**src/rtl/fetch_queue_pkg.sv**
```systemverilog
// Shared definitions for the instruction fetch queue: default widths,
// word-alignment mask and the buffered entry layout.
package fetch_queue_pkg;

  localparam int FQ_ADDR_W  = 32;
  localparam int FQ_DATA_W  = 32;
  localparam int ALIGN_LSBS = 2;

  // Clears the byte offset within a 32-bit instruction word.
  localparam logic [FQ_ADDR_W-1:0] WORD_ALIGN_MASK = ~FQ_ADDR_W'((1 << ALIGN_LSBS) - 1);

  typedef struct packed {
    logic [FQ_ADDR_W-1:0] pc;
    logic [FQ_DATA_W-1:0] data;
    logic                 filled;
  } fetch_entry_t;

endpackage

```
**src/rtl/fetch_queue_ptrs.sv**
```systemverilog
// Head/tail/fill pointers, occupancy and flushed-response credit for the
// fetch queue. Pointers wrap naturally because DEPTH is a power of two.
module fetch_queue_ptrs #(
  parameter int DEPTH = 4,
  localparam int PTR_W = $clog2(DEPTH),
  localparam int CNT_W = PTR_W + 1
) (
  input  logic             clk,
  input  logic             reset,
  input  logic             flush,
  input  logic             alloc,
  input  logic             pop,
  input  logic             resp_valid,
  output logic [PTR_W-1:0] head,
  output logic [PTR_W-1:0] tail,
  output logic [PTR_W-1:0] fill,
  output logic [CNT_W-1:0] count,
  output logic             credit,
  output logic             fill_en
);

  logic [PTR_W-1:0] head_reg, head_next;
  logic [PTR_W-1:0] tail_reg, tail_next;
  logic [PTR_W-1:0] fill_reg, fill_next;
  logic [CNT_W-1:0] count_reg, count_next;
  logic [CNT_W-1:0] pending_reg, pending_next;
  logic [CNT_W-1:0] drop_cnt_reg, drop_cnt_next;

  // Outstanding reads (live or flushed) must never exceed the entry count.
  assign credit  = ({1'b0, count_reg} + {1'b0, drop_cnt_reg}) < (CNT_W + 1)'(DEPTH);
  assign fill_en = resp_valid & ~flush & (drop_cnt_reg == '0);

  always_comb begin
    head_next     = head_reg;
    tail_next     = tail_reg;
    fill_next     = fill_reg;
    count_next    = count_reg;
    pending_next  = pending_reg;
    drop_cnt_next = drop_cnt_reg;
    if (flush) begin
      head_next     = tail_reg;
      fill_next     = tail_reg;
      count_next    = '0;
      pending_next  = '0;
      drop_cnt_next = drop_cnt_reg + pending_reg - CNT_W'(resp_valid);
    end else begin
      if (alloc)   tail_next = tail_reg + PTR_W'(1);
      if (pop)     head_next = head_reg + PTR_W'(1);
      if (fill_en) fill_next = fill_reg + PTR_W'(1);
      if (resp_valid && drop_cnt_reg != '0) drop_cnt_next = drop_cnt_reg - CNT_W'(1);
      count_next   = count_reg + CNT_W'(alloc) - CNT_W'(pop);
      pending_next = pending_reg + CNT_W'(alloc) - CNT_W'(fill_en);
    end
  end

  always_ff @(posedge clk) begin
    if (!reset) begin
      head_reg     <= '0;
      tail_reg     <= '0;
      fill_reg     <= '0;
      count_reg    <= '0;
      pending_reg  <= '0;
      drop_cnt_reg <= '0;
    end else begin
      head_reg     <= head_next;
      tail_reg     <= tail_next;
      fill_reg     <= fill_next;
      count_reg    <= count_next;
      pending_reg  <= pending_next;
      drop_cnt_reg <= drop_cnt_next;
    end
  end

  assign head  = head_reg;
  assign tail  = tail_reg;
  assign fill  = fill_reg;
  assign count = count_reg;

endmodule

```
**src/rtl/fetch_queue.sv**
```systemverilog
// Instruction fetch queue: issues one read per PC, buffers in-order responses
// tagged with their PC and presents them to decode. ADDR_W/DATA_W <= package widths.
module fetch_queue
  import fetch_queue_pkg::*;
#(
  parameter int DEPTH  = 4,
  parameter int ADDR_W = FQ_ADDR_W,
  parameter int DATA_W = FQ_DATA_W
) (
  input  logic              clk,
  input  logic              reset,
  input  logic [ADDR_W-1:0] pc,
  input  logic              flush,
  output logic              pc_hold,
  output logic              imem_req_valid,
  output logic [ADDR_W-1:0] imem_req_addr,
  input  logic              imem_req_ready,
  input  logic              imem_resp_valid,
  input  logic [DATA_W-1:0] imem_resp_data,
  output logic              inst_valid,
  output logic [DATA_W-1:0] inst_data,
  output logic [ADDR_W-1:0] inst_pc,
  input  logic              inst_ready
);

  localparam int PTR_W = $clog2(DEPTH);
  localparam int CNT_W = PTR_W + 1;

  logic [PTR_W-1:0] head, tail, fill;
  logic [CNT_W-1:0] count;
  logic             credit, fill_en, alloc, pop;
  fetch_entry_t     entries [DEPTH];
  fetch_entry_t     head_entry;

  fetch_queue_ptrs #(.DEPTH(DEPTH)) u_ptrs (
    .clk        (clk),
    .reset      (reset),
    .flush      (flush),
    .alloc      (alloc),
    .pop        (pop),
    .resp_valid (imem_resp_valid),
    .head       (head),
    .tail       (tail),
    .fill       (fill),
    .count      (count),
    .credit     (credit),
    .fill_en    (fill_en)
  );

  assign imem_req_valid = reset & ~flush & credit;
  assign imem_req_addr  = pc & ~ADDR_W'(~WORD_ALIGN_MASK);
  assign alloc          = imem_req_valid & imem_req_ready;
  assign pc_hold        = ~reset | (~flush & ~alloc);

  // Alloc targets a free slot and fill targets an allocated-unfilled slot,
  // so the two never hit the same entry in one cycle.
  for (genvar gi = 0; gi < DEPTH; gi++) begin : g_entry
    fetch_entry_t entry_reg;
    always_ff @(posedge clk) begin
      if (!reset || flush) begin
        entry_reg.filled <= 1'b0;
      end else if (alloc && tail == PTR_W'(gi)) begin
        entry_reg <= '{pc: FQ_ADDR_W'(pc), data: '0, filled: 1'b0};
      end else if (fill_en && fill == PTR_W'(gi)) begin
        entry_reg.data   <= FQ_DATA_W'(imem_resp_data);
        entry_reg.filled <= 1'b1;
      end
    end
    assign entries[gi] = entry_reg;
  end

  assign head_entry = entries[head];
  assign inst_valid = reset & ~flush & (count != '0) & head_entry.filled;
  assign inst_data  = DATA_W'(head_entry.data);
  assign inst_pc    = ADDR_W'(head_entry.pc);
  assign pop        = inst_valid & inst_ready;

endmodule
```
**config.mk**
```make
export PLATFORM = sky130hd
export DESIGN_NAME = fetch_queue
export DESIGN_NICKNAME = d
export VERILOG_FILES = /design/src/rtl/fetch_queue_pkg.sv /design/src/rtl/fetch_queue_ptrs.sv /design/src/rtl/fetch_queue.sv
export SDC_FILE = /design/constraint.sdc
export NUM_CORES = 1
export LEC_CHECK = 0
export CAP_MARGIN = 20
export CORE_AREA = 2 2 156 158
export DETAILED_ROUTE_END_ITERATION = 8
export DIE_AREA = 0 0 158 160
export HOLD_SLACK_MARGIN = 0.08
export PLACE_DENSITY = 0.79
export SLEW_MARGIN = 15
export SYNTH_ARGS = -nofsm -noshare
export SYNTH_HDL_FRONTEND = slang
export SYNTH_SLANG_ARGS = --single-unit
```
**constraint.sdc**
```tcl
create_clock -name clk -period 4.5 [get_ports clk]
set_input_delay 0.45 -clock clk [delete_from_list [all_inputs] [get_ports clk]]
set_output_delay 0.45 -clock clk [all_outputs]
set_load 0.01 [all_outputs]
```
==> impl_metrics.json, run 1 <==
{
  "outcome": "finished clean",
  "endpoint_kind": "primary output",
  "synth-main-ff-cell": "edfxtp_1",
  "rr_startpoint": "u_ptrs.drop_cnt_reg[2]$_SDFFE_PN0P_",
  "h-tree-depth": 1,
  "grt_overflow": 0,
  "power.density_mw_per_mm2": 395,
  "die_h_um": 160,
  "cts_buffers": 27,
  "rr_worst_depth": 6,
  "antenna_left": 0,
  "cts_buffer_depth": 3,
  "synth_cell_types": 43,
  "port_buffers": 166,
  "cellLeakagePower_nw": 4.82,
  "cpPeakStageDelay_ns": 0.74,
  "grt.total_usage_pct": 18.0,
  "r2r-end": "entries[207]$_SDFFCE_PP0P_",
  "drt_iter0_drc": 454,
  "cts_resized": 0,
  "drive_above_1_share_pct": 16.7,
  "gp_congestion": 0.780,
  "routed_wl_um": 22500,
  "setup_viol": 0,
  "viasPerCell": 5.23,
  "finClkSkew_ns": 0.0106,
  "drcViolationCount": 0,
  "p_clk_share_pct": 38.5,
  "maxSlewViolCount": 0,
  "combinationalPowerShare_pct": 10.6,
  "clkTransAtPathRegs_ns": 0.06,
  "period_minus_slack_ns": 3.18,
  "grt_pass1_wl_um": 35000,
  "ir_drop_mv": 0.228,
  "synth_warnings": 0,
  "firstDrtPassIters": 4,
  "cpLargestDelayFamily": "buffers and inverters",
  "whs_path_depth": 2,
  "first_global_vias": 6295,
  "start_kind": "flip-flop",
  "ctsHoldBuffers": 0,
  "reg2reg_slack_ns": 1.74,
  "critPathKind": "reg -> out",
  "hold_path.class": "reg -> reg",
  "syn_area_per_cell_um2": 17.9,
  "worst_slack_ns": 1.32,
  "cp.arrival_ns": 2.73,
  "final_util_pct": 60.2,
  "die_area_mm2": 0.0253,
  "switching_share_pct": 21.6,
  "syn-instance-count": 655,
  "dp_hpwl_um": 14100,
  "cts_sinks": 275,
  "critPathMaxFanout": 40,
  "p_total_mw": 5.67,
  "design.portCount": 169,
  "post-route-cell-area_mm2": 0.0143,
  "core.rowCount": 57,
  "synthArstFlopShare_pct": 0,
  "syn_to_final_growth_pct": 22.7,
  "seqPwrFrac_pct": 50.8,
  "pre_cts_ws_ns": 1.25,
  "synth_area_mm2": 0.0117,
  "core_region_area_mm2": 0.0238,
  "yosysSeqAreaShare_pct": 69.0,
  "cp_num_buf_inv": 2,
  "p_int_mw": 4.44,
  "initial_core_util_pct": 49.1,
  "ys_ff_latch": 275,
  "min_delay_worst_endpoint": "entries[65]$_SDFFE_PP0P_",
  "clockRootBuffer": "clkbuf_16",
  "antenna_found_initial": 0,
  "post_cts_buffers": 0,
  "die_w_um": 158,
  "tightest_slew_ns": 0.840,
  "required_ns": 4.05,
  "layout.nets": 892,
  "largest_register_ffs": 260,
  "max_freq_ghz": 0.315,
  "crit_chain": "buf_4, mux4_2, clkdlybuf4s50_1",
  "dp.cells": 1095,
  "vias": 5986,
  "wire_per_inst_um": 19.6,
  "rsz0062_at_grt": "no",
  "synth_edf_count": 256,
  "final_common_cell": "edfxtp_1",
  "placed_cell_area_mm2": 0.0135,
  "hold_start": "entries[65]$_SDFFE_PP0P_",
  "cts_tree": "built",
  "timing.hold.ws_ns": 0.519,
  "final_cells": 1144,
  "drv_cap": 0,
  "net-switching-power_mw": 1.23,
  "tns_ns": 0,
  "antennaDiodeCount": 0,
  "mostFrequentLayoutCells": "edfxtp_1, clkdlybuf4s50_1, and2_1, mux4_2, clkbuf_16",
  "grt_max_degree": 57,
  "clock_latency_ns": 0.52,
  "fin_crit_sh_pct": 70.6,
  "crit_slowest_cell": "dfxtp_4",
  "hold_viol": 0,
  "maxSlewHeadroom_pct": 43.9
}
==> worst register-to-register path: stages, from the launching register on <==
cell	delay, ns
dfxtp_1	0.42
ha_1	0.27
nor3_1	0.22
and4_4	0.39
nand2_1	0.15
a21oi_4	0.63
buf_4	0.36
==> logic make-up after synthesis <==
kind of cell,count (synthesis),share of synthesized area (%)
flops,275,69.0
simple gates,170,8.93
buf+inv,83,4.46
mux,66,12.6
compound gates,28,1.70
fa+ha+maj,22,2.55
xor+xnor,10,0.749
other cells,1,0.0321
==> area by class of cell <==
type	count	area, µm²
fill	1772	9470
sequential	275	8080
multi-input combinational	298	3160
timing repair buffer	179	1770
clock buffer	29	683
tap	324	405
clock inverter	20	185
inverter	19	71.3
==> worst max-delay path by stage <==
stage	from	depth (start not counted)	slack, ns	endpoint
after floorplan	u_ptrs.drop_cnt_reg[2]$_SDFFE_PN0P_	6	1.00	entries[131]$_SDFFCE_PP0P_
final	u_ptrs.head[1]$_SDFFE_PN0P_	3	1.32	inst_data[0]
after global routing	u_ptrs.head[1]$_SDFFE_PN0P_	3	1.20	inst_data[0]
after CTS	u_ptrs.head[1]$_SDFFE_PN0P_	3	1.29	inst_data[21]
after detailed placement	flush	6	1.25	entries[209]$_SDFFCE_PP0P_
after global placement	reset	6	1.31	entries[206]$_SDFFCE_PP0P_
==> cells in the mapped netlist (2+ instances only) <==
| library cell | number | area (µm²) |
|---|---|---|
| edfxtp_1 | 256 | 7690 |
| and2_1 | 134 | 838 |
| mux4_2 | 65 | 1460 |
| buf_4 | 46 | 345 |
| dfxtp_1 | 19 | 380 |
| ha_1 | 19 | 238 |
| inv_1 | 18 | 67.6 |
| a21oi_1 | 10 | 50.1 |
| buf_1 | 6 | 22.5 |
| buf_2 | 6 | 30.0 |
| nand2_1 | 6 | 22.5 |
| nor2_1 | 6 | 22.5 |
| xnor2_1 | 6 | 52.6 |
| nor3_1 | 5 | 25.0 |
| buf_6 | 4 | 45.0 |
| nand2_2 | 4 | 25.0 |
| o21ai_0 | 4 | 20.0 |
| xor2_1 | 4 | 35.0 |
| a21oi_2 | 3 | 26.3 |
| a311oi_1 | 3 | 26.3 |
| and3_1 | 3 | 18.8 |
| fa_1 | 3 | 60.1 |
| clkbuf_1 | 2 | 7.51 |
| nand2b_1 | 2 | 12.5 |
| nand3_1 | 2 | 10.0 |
| o21bai_1 | 2 | 15.0 |
==> power by group through the flow <==
stage	logic, mW	clock network (mW)	registers (mW)
detailed placement	0.607	0	2.94
finish	0.604	2.18	2.88
global route	0.657	2.33	2.89
CTS	0.611	2.23	2.88
floorplan	0.352	0	2.92
global placement	0.602	0	2.93
==> layer usage <==
layer  GRT usage, %  up-vias  wire length [µm]
met5              0        -                 0
met2           30.8      173             11500
li1               -     2743                 -
met3           2.77       29              1230
met1           24.3     3041              9380
met4           4.75        0               412
Power figures use the tool's default switching activity.
==> inputs of run 2 (changes only) <==
==> constraint.sdc (replaced) <==
create_clock -name clk -period 3.3 [get_ports clk]
set_input_delay 0.33 -clock clk [delete_from_list [all_inputs] [get_ports clk]]
set_output_delay 0.33 -clock clk [all_outputs]
set_load 0.01 [all_outputs]
==> run 2 against run 1 <==
Critical path depth unchanged. Clock skew grew 0.0039 ns. Register-to-register slack got worse by 0.94 ns. Combinational power up 40%. Critical path type unchanged. Final area up 0.77%. Clock power is 35% higher. Largest cell class unchanged. First-iteration DRC count fell by 14%.
==> impl_metrics.json, run 2 (synthesis gave the netlist of run 1 again) <==
{
  "outcome": "finished clean",
  "ir_drop_mv": 0.398,
  "core.rowCount": 57,
  "grt.total_usage_pct": 17.8,
  "drt_iter0_drc": 391,
  "power.density_mw_per_mm2": 533,
  "cellLeakagePower_nw": 4.85,
  "design.portCount": 169,
  "first_global_vias": 6377,
  "largest_register_ffs": 260,
  "p_total_mw": 7.71,
  "die_w_um": 158,
  "fillCellCount": 1766,
  "grt_overflow": 0,
  "grt_max_degree": 68,
  "initial_core_util_pct": 49.1,
  "cts_sinks": 275,
  "cts_tree": "built",
  "maxSlewHeadroom_pct": 51.8,
  "ff_latch_area_mm2": 0.00808,
  "vias": 6002,
  "required_ns": 2.97,
  "tns_ns": 0,
  "post_cts_buffers": 0,
  "final_cells": 1146,
  "final_util_pct": 60.7,
  "critPathMaxFanout": 67,
  "hold_path.class": "in -> reg",
  "core_region_area_mm2": 0.0238,
  "critPathKind": "reg -> out",
  "gp_congestion": 0.749,
  "cts_resized": 0,
  "hold_viol": 0,
  "antenna_found_initial": 0,
  "period_minus_slack_ns": 2.83,
  "cts_buffers": 27,
  "mostFrequentLayoutCells": "edfxtp_1, clkdlybuf4s50_1, and2_1, mux4_2, clkbuf_16",
  "wire_per_inst_um": 19.3,
  "clkTransAtPathRegs_ns": 0.06,
  "tightest_slew_ns": 0.721,
  "die_area_mm2": 0.0253,
  "viasPerCell": 5.24,
  "grt_pass1_wl_um": 34400,
  "cp.arrival_ns": 2.50,
  "finClkSkew_ns": 0.0144,
  "drv_cap": 0,
  "h-tree-depth": 1,
  "setup_viol": 0,
  "maxSlewViolCount": 0,
  "drcViolationCount": 0,
  "clock_latency_ns": 0.52,
  "port_buffers": 166,
  "layout.nets": 897,
  "antennaDiodeCount": 0,
  "fin_crit_sh_pct": 85.8,
  "final_common_cell": "edfxtp_1",
  "ctsHoldBuffers": 0,
  "cts_buffer_depth": 3,
  "dp.cells": 1098,
  "rsz0062_at_grt": "no",
  "antenna_left": 0,
  "start_kind": "flip-flop",
  "syn_to_final_growth_pct": 23.6,
  "max_freq_ghz": 0.353,
  "multi_input_area_mm2": 0.00316,
  "routed_wl_um": 22200,
  "firstDrtPassIters": 4,
  "clockRootBuffer": "clkbuf_16",
  "drive_above_1_share_pct": 16.9,
  "endpoint_kind": "primary output",
  "die_h_um": 160,
  "dp_hpwl_um": 13300
}
-- run 2: area by class of cell --
class,instances,area share (%)
timing repair buffer,184,13.1
tap,324,2.80
sequential,275,55.9
multi-input combinational,298,21.8
inverter,19,0.493
clock inverter,16,1.13
clock buffer,30,4.75
-- run 2: path summary, 6_finish.rpt --
check	slack, ns	to	cells after the start	from
setup / recovery	0.47	inst_data[27]	3	u_ptrs.head[0]$_SDFFE_PN0P_
hold / removal	0.48	entries[250]$_DFFE_PP_	1	pc[22]
setup reg to reg	0.80	u_ptrs.count[2]$_SDFF_PN0_	11	u_ptrs.head[1]$_SDFFE_PN0P_
hold reg to reg	0.52	entries[195]$_SDFFE_PP0P_	2	entries[195]$_SDFFE_PP0P_
-- run 2: metal layers --
metal / share of wire, % / vias to the layer above / track usage, %
met5: 0 / - / 0
met4: 2.2 / 0 / 4.87
met3: 5.7 / 33 / 2.82
met2: 51 / 190 / 30.8
met1: 41 / 3019 / 23.4
li1: - / 2760 / -
-- run 2: power by group --
part / internal (mW) / total (mW) / leakage [nW] / switching, mW
clock network: 1.72 / 2.95 / 0.405 / 1.22
logic: 0.457 / 0.843 / 1.97 / 0.386
registers: 3.88 / 3.92 / 2.48 / 0.0392
total: 6.06 / 7.71 / 4.85 / 1.65
-- run 2: metrics by stage --
step	area [µm²]	setup WS (ns)	hold slack, ns
after floorplan	11700	0.170	0.429
after global placement	13600	0.483	0.495
after detailed placement	13600	0.461	0.499
after CTS	14400	0.426	0.457
after global routing	14500	0.322	0.474
final	14500	0.468	0.484
-- run 2: worst max-delay path, stage by stage, from the launching register on --
cell,delay (ns)
dfxtp_4,0.37
buf_12,0.43
mux4_2,0.58
clkdlybuf4s50_1,0.56
==> inputs of run 3 (changes only) <==
==> constraint.sdc (replaced) <==
create_clock -name clk -period 3.15 [get_ports clk]
set_input_delay 0.315 -clock clk [delete_from_list [all_inputs] [get_ports clk]]
set_output_delay 0.315 -clock clk [all_outputs]
set_load 0.01 [all_outputs]
==> run 3 against run 2 <==
Sequential cell count is the same. Global-route usage shrank 0.11 points. Core utilization shrank 0.37 points. Wire length shrank 0.23%. Critical path type unchanged. Largest cell class unchanged. Largest power group unchanged. Die area is the same. Worst hold slack lost 0.016 ns. Clock skew shrank 0.0069 ns. Non-clock buffer count shrank 1. Final cell count shrank 0.17%.
==> impl_metrics.json, run 3 (synthesis gave the netlist of run 1 again) <==
{
  "layout.nets": 896,
  "first_global_vias": 6288,
  "dp.cells": 1099,
  "hold_viol": 0,
  "max_freq_ghz": 0.359,
  "p_clk_share_pct": 37.1,
  "drive_above_1_share_pct": 15.9,
  "cp.arrival_ns": 2.47,
  "cellLeakagePower_nw": 4.82,
  "antenna_left": 0,
  "ctsHoldBuffers": 0,
  "port_buffers": 166,
  "post_cts_buffers": 0,
  "die_area_mm2": 0.0253,
  "endpoint_kind": "primary output",
  "hold_start": "pc[1]",
  "viasPerCell": 5.20,
  "tns_ns": 0,
  "die_h_um": 160,
  "r2r-end": "u_ptrs.count[2]$_SDFF_PN0_",
  "grt.total_usage_pct": 17.7,
  "antenna_found_initial": 0,
  "finClkSkew_ns": 0.00758,
  "placed_cell_area_mm2": 0.0136,
  "die_w_um": 158,
  "core.rowCount": 57,
  "core_region_area_mm2": 0.0238,
  "power.density_mw_per_mm2": 552,
  "maxSlewViolCount": 0,
  "rsz0062_at_grt": "no",
  "hold_path.class": "in -> reg",
  "cts_sinks": 275,
  "largest_register_ffs": 260,
  "timing.hold.ws_ns": 0.468,
  "combinationalPowerShare_pct": 11.2,
  "net-switching-power_mw": 1.68,
  "syn_to_final_growth_pct": 22.9,
  "outcome": "finished clean",
  "required_ns": 2.83,
  "grt_pass1_wl_um": 34300,
  "final_common_cell": "edfxtp_1",
  "switching_share_pct": 21.1,
  "drt_iter0_drc": 366,
  "fillCellCount": 1776,
  "post-route-cell-area_mm2": 0.0144,
  "cts_buffers": 27,
  "rr_startpoint": "u_ptrs.head[0]$_SDFFE_PN0P_",
  "min_delay_worst_endpoint": "entries[164]$_DFFE_PP_",
  "period_minus_slack_ns": 2.79,
  "gp_congestion": 0.730,
  "cpPeakStageDelay_ns": 0.58,
  "routed_wl_um": 22100,
  "antennaDiodeCount": 0,
  "final_cells": 1144,
  "crit_slowest_cell": "mux4_2",
  "p_int_mw": 6.25,
  "tightest_slew_ns": 0.698,
  "ir_drop_mv": 0.423,
  "dp_hpwl_um": 12900,
  "wire_per_inst_um": 19.3,
  "h-tree-depth": 1,
  "firstDrtPassIters": 4,
  "cts_tree": "built",
  "clockRootBuffer": "clkbuf_16",
  "setup_viol": 0,
  "seqPwrFrac_pct": 51.7,
  "grt_max_degree": 68,
  "reg2reg_slack_ns": 0.73,
  "crit_chain": "buf_12, mux4_2, clkdlybuf4s50_1",
  "clock_latency_ns": 0.52,
  "maxSlewHeadroom_pct": 53.3,
  "critPathKind": "reg -> out",
  "fin_crit_sh_pct": 88.4,
  "cts_resized": 0,
  "design.portCount": 169,
  "whs_path_depth": 1,
  "grt_overflow": 0,
  "drv_cap": 0,
  "rr_worst_depth": 11,
  "vias": 5951,
  "critPathMaxFanout": 67,
  "mostFrequentLayoutCells": "edfxtp_1, clkdlybuf4s50_1, and2_1, mux4_2, clkbuf_16",
  "cts_buffer_depth": 3,
  "clkTransAtPathRegs_ns": 0.06,
  "drcViolationCount": 0,
  "initial_core_util_pct": 49.1,
  "start_kind": "flip-flop"
}
-- run 3: final cells by class --
type / count / area [µm²] / share of cell area, %
Clock buffer: 32 / 694 / 4.83
Multi-Input combinational cell: 298 / 3160 / 22.0
Tap cell: 324 / 405 / 2.82
Clock inverter: 13 / 104 / 0.723
Timing Repair Buffer: 183 / 1860 / 13.0
Inverter: 19 / 71.3 / 0.496
Sequential cell: 275 / 8080 / 56.2
-- run 3: layer usage --
layer | share of wire (%) | up-vias | GRT usage, %
met5 | 0 | - | 0
met4 | 1.8 | 0 | 4.50
met3 | 6.1 | 30 | 3.18
met2 | 52 | 187 | 30.7
met1 | 40 | 2975 | 23.0
li1 | - | 2759 | -
-- run 3: worst max-delay path: cells and delay by family (launching register included) --
kind	cells	cell delay, ns
flops	1	0.36
mux	1	0.58
buf+inv	2	0.98
-- run 3: worst max path at each step --
stage                                             start  cells after the start                                to
finish                      u_ptrs.head[0]$_SDFFE_PN0P_                      3                     inst_data[27]
global placement                                  flush                     11  u_ptrs.pending_reg[2]$_SDFF_PN0_
floorplan           u_ptrs.drop_cnt_reg[2]$_SDFFE_PN0P_                      6         entries[10]$_SDFFCE_PP0P_
CTS                         u_ptrs.head[0]$_SDFFE_PN0P_                      3                     inst_data[31]
detailed placement                                flush                     11  u_ptrs.pending_reg[2]$_SDFF_PN0_
global route                u_ptrs.head[0]$_SDFFE_PN0P_                      3                     inst_data[31]
-- run 3: power groups by stage --
| stage | combinational, mW | clock, mW | sequential, mW |
|---|---|---|---|
| finish | 0.885 | 2.94 | 4.10 |
| global route | 0.964 | 3.14 | 4.11 |
| CTS | 0.899 | 3.01 | 4.10 |
| detailed placement | 0.892 | 0 | 4.18 |
| global placement | 0.881 | 0 | 4.17 |
| floorplan | 0.504 | 0 | 4.17 |
-- run 3: per-stage QoR --
step           util, %  power, mW  setup slack, ns
6_report          60.3       7.93            0.364
2_1_floorplan        -       4.67           0.0201
3_5_place_dp      57.0       5.07            0.527
3_3_place_gp      57.0       5.05            0.578
5_1_grt           60.3       8.21            0.211
4_1_cts           60.3       8.01            0.301
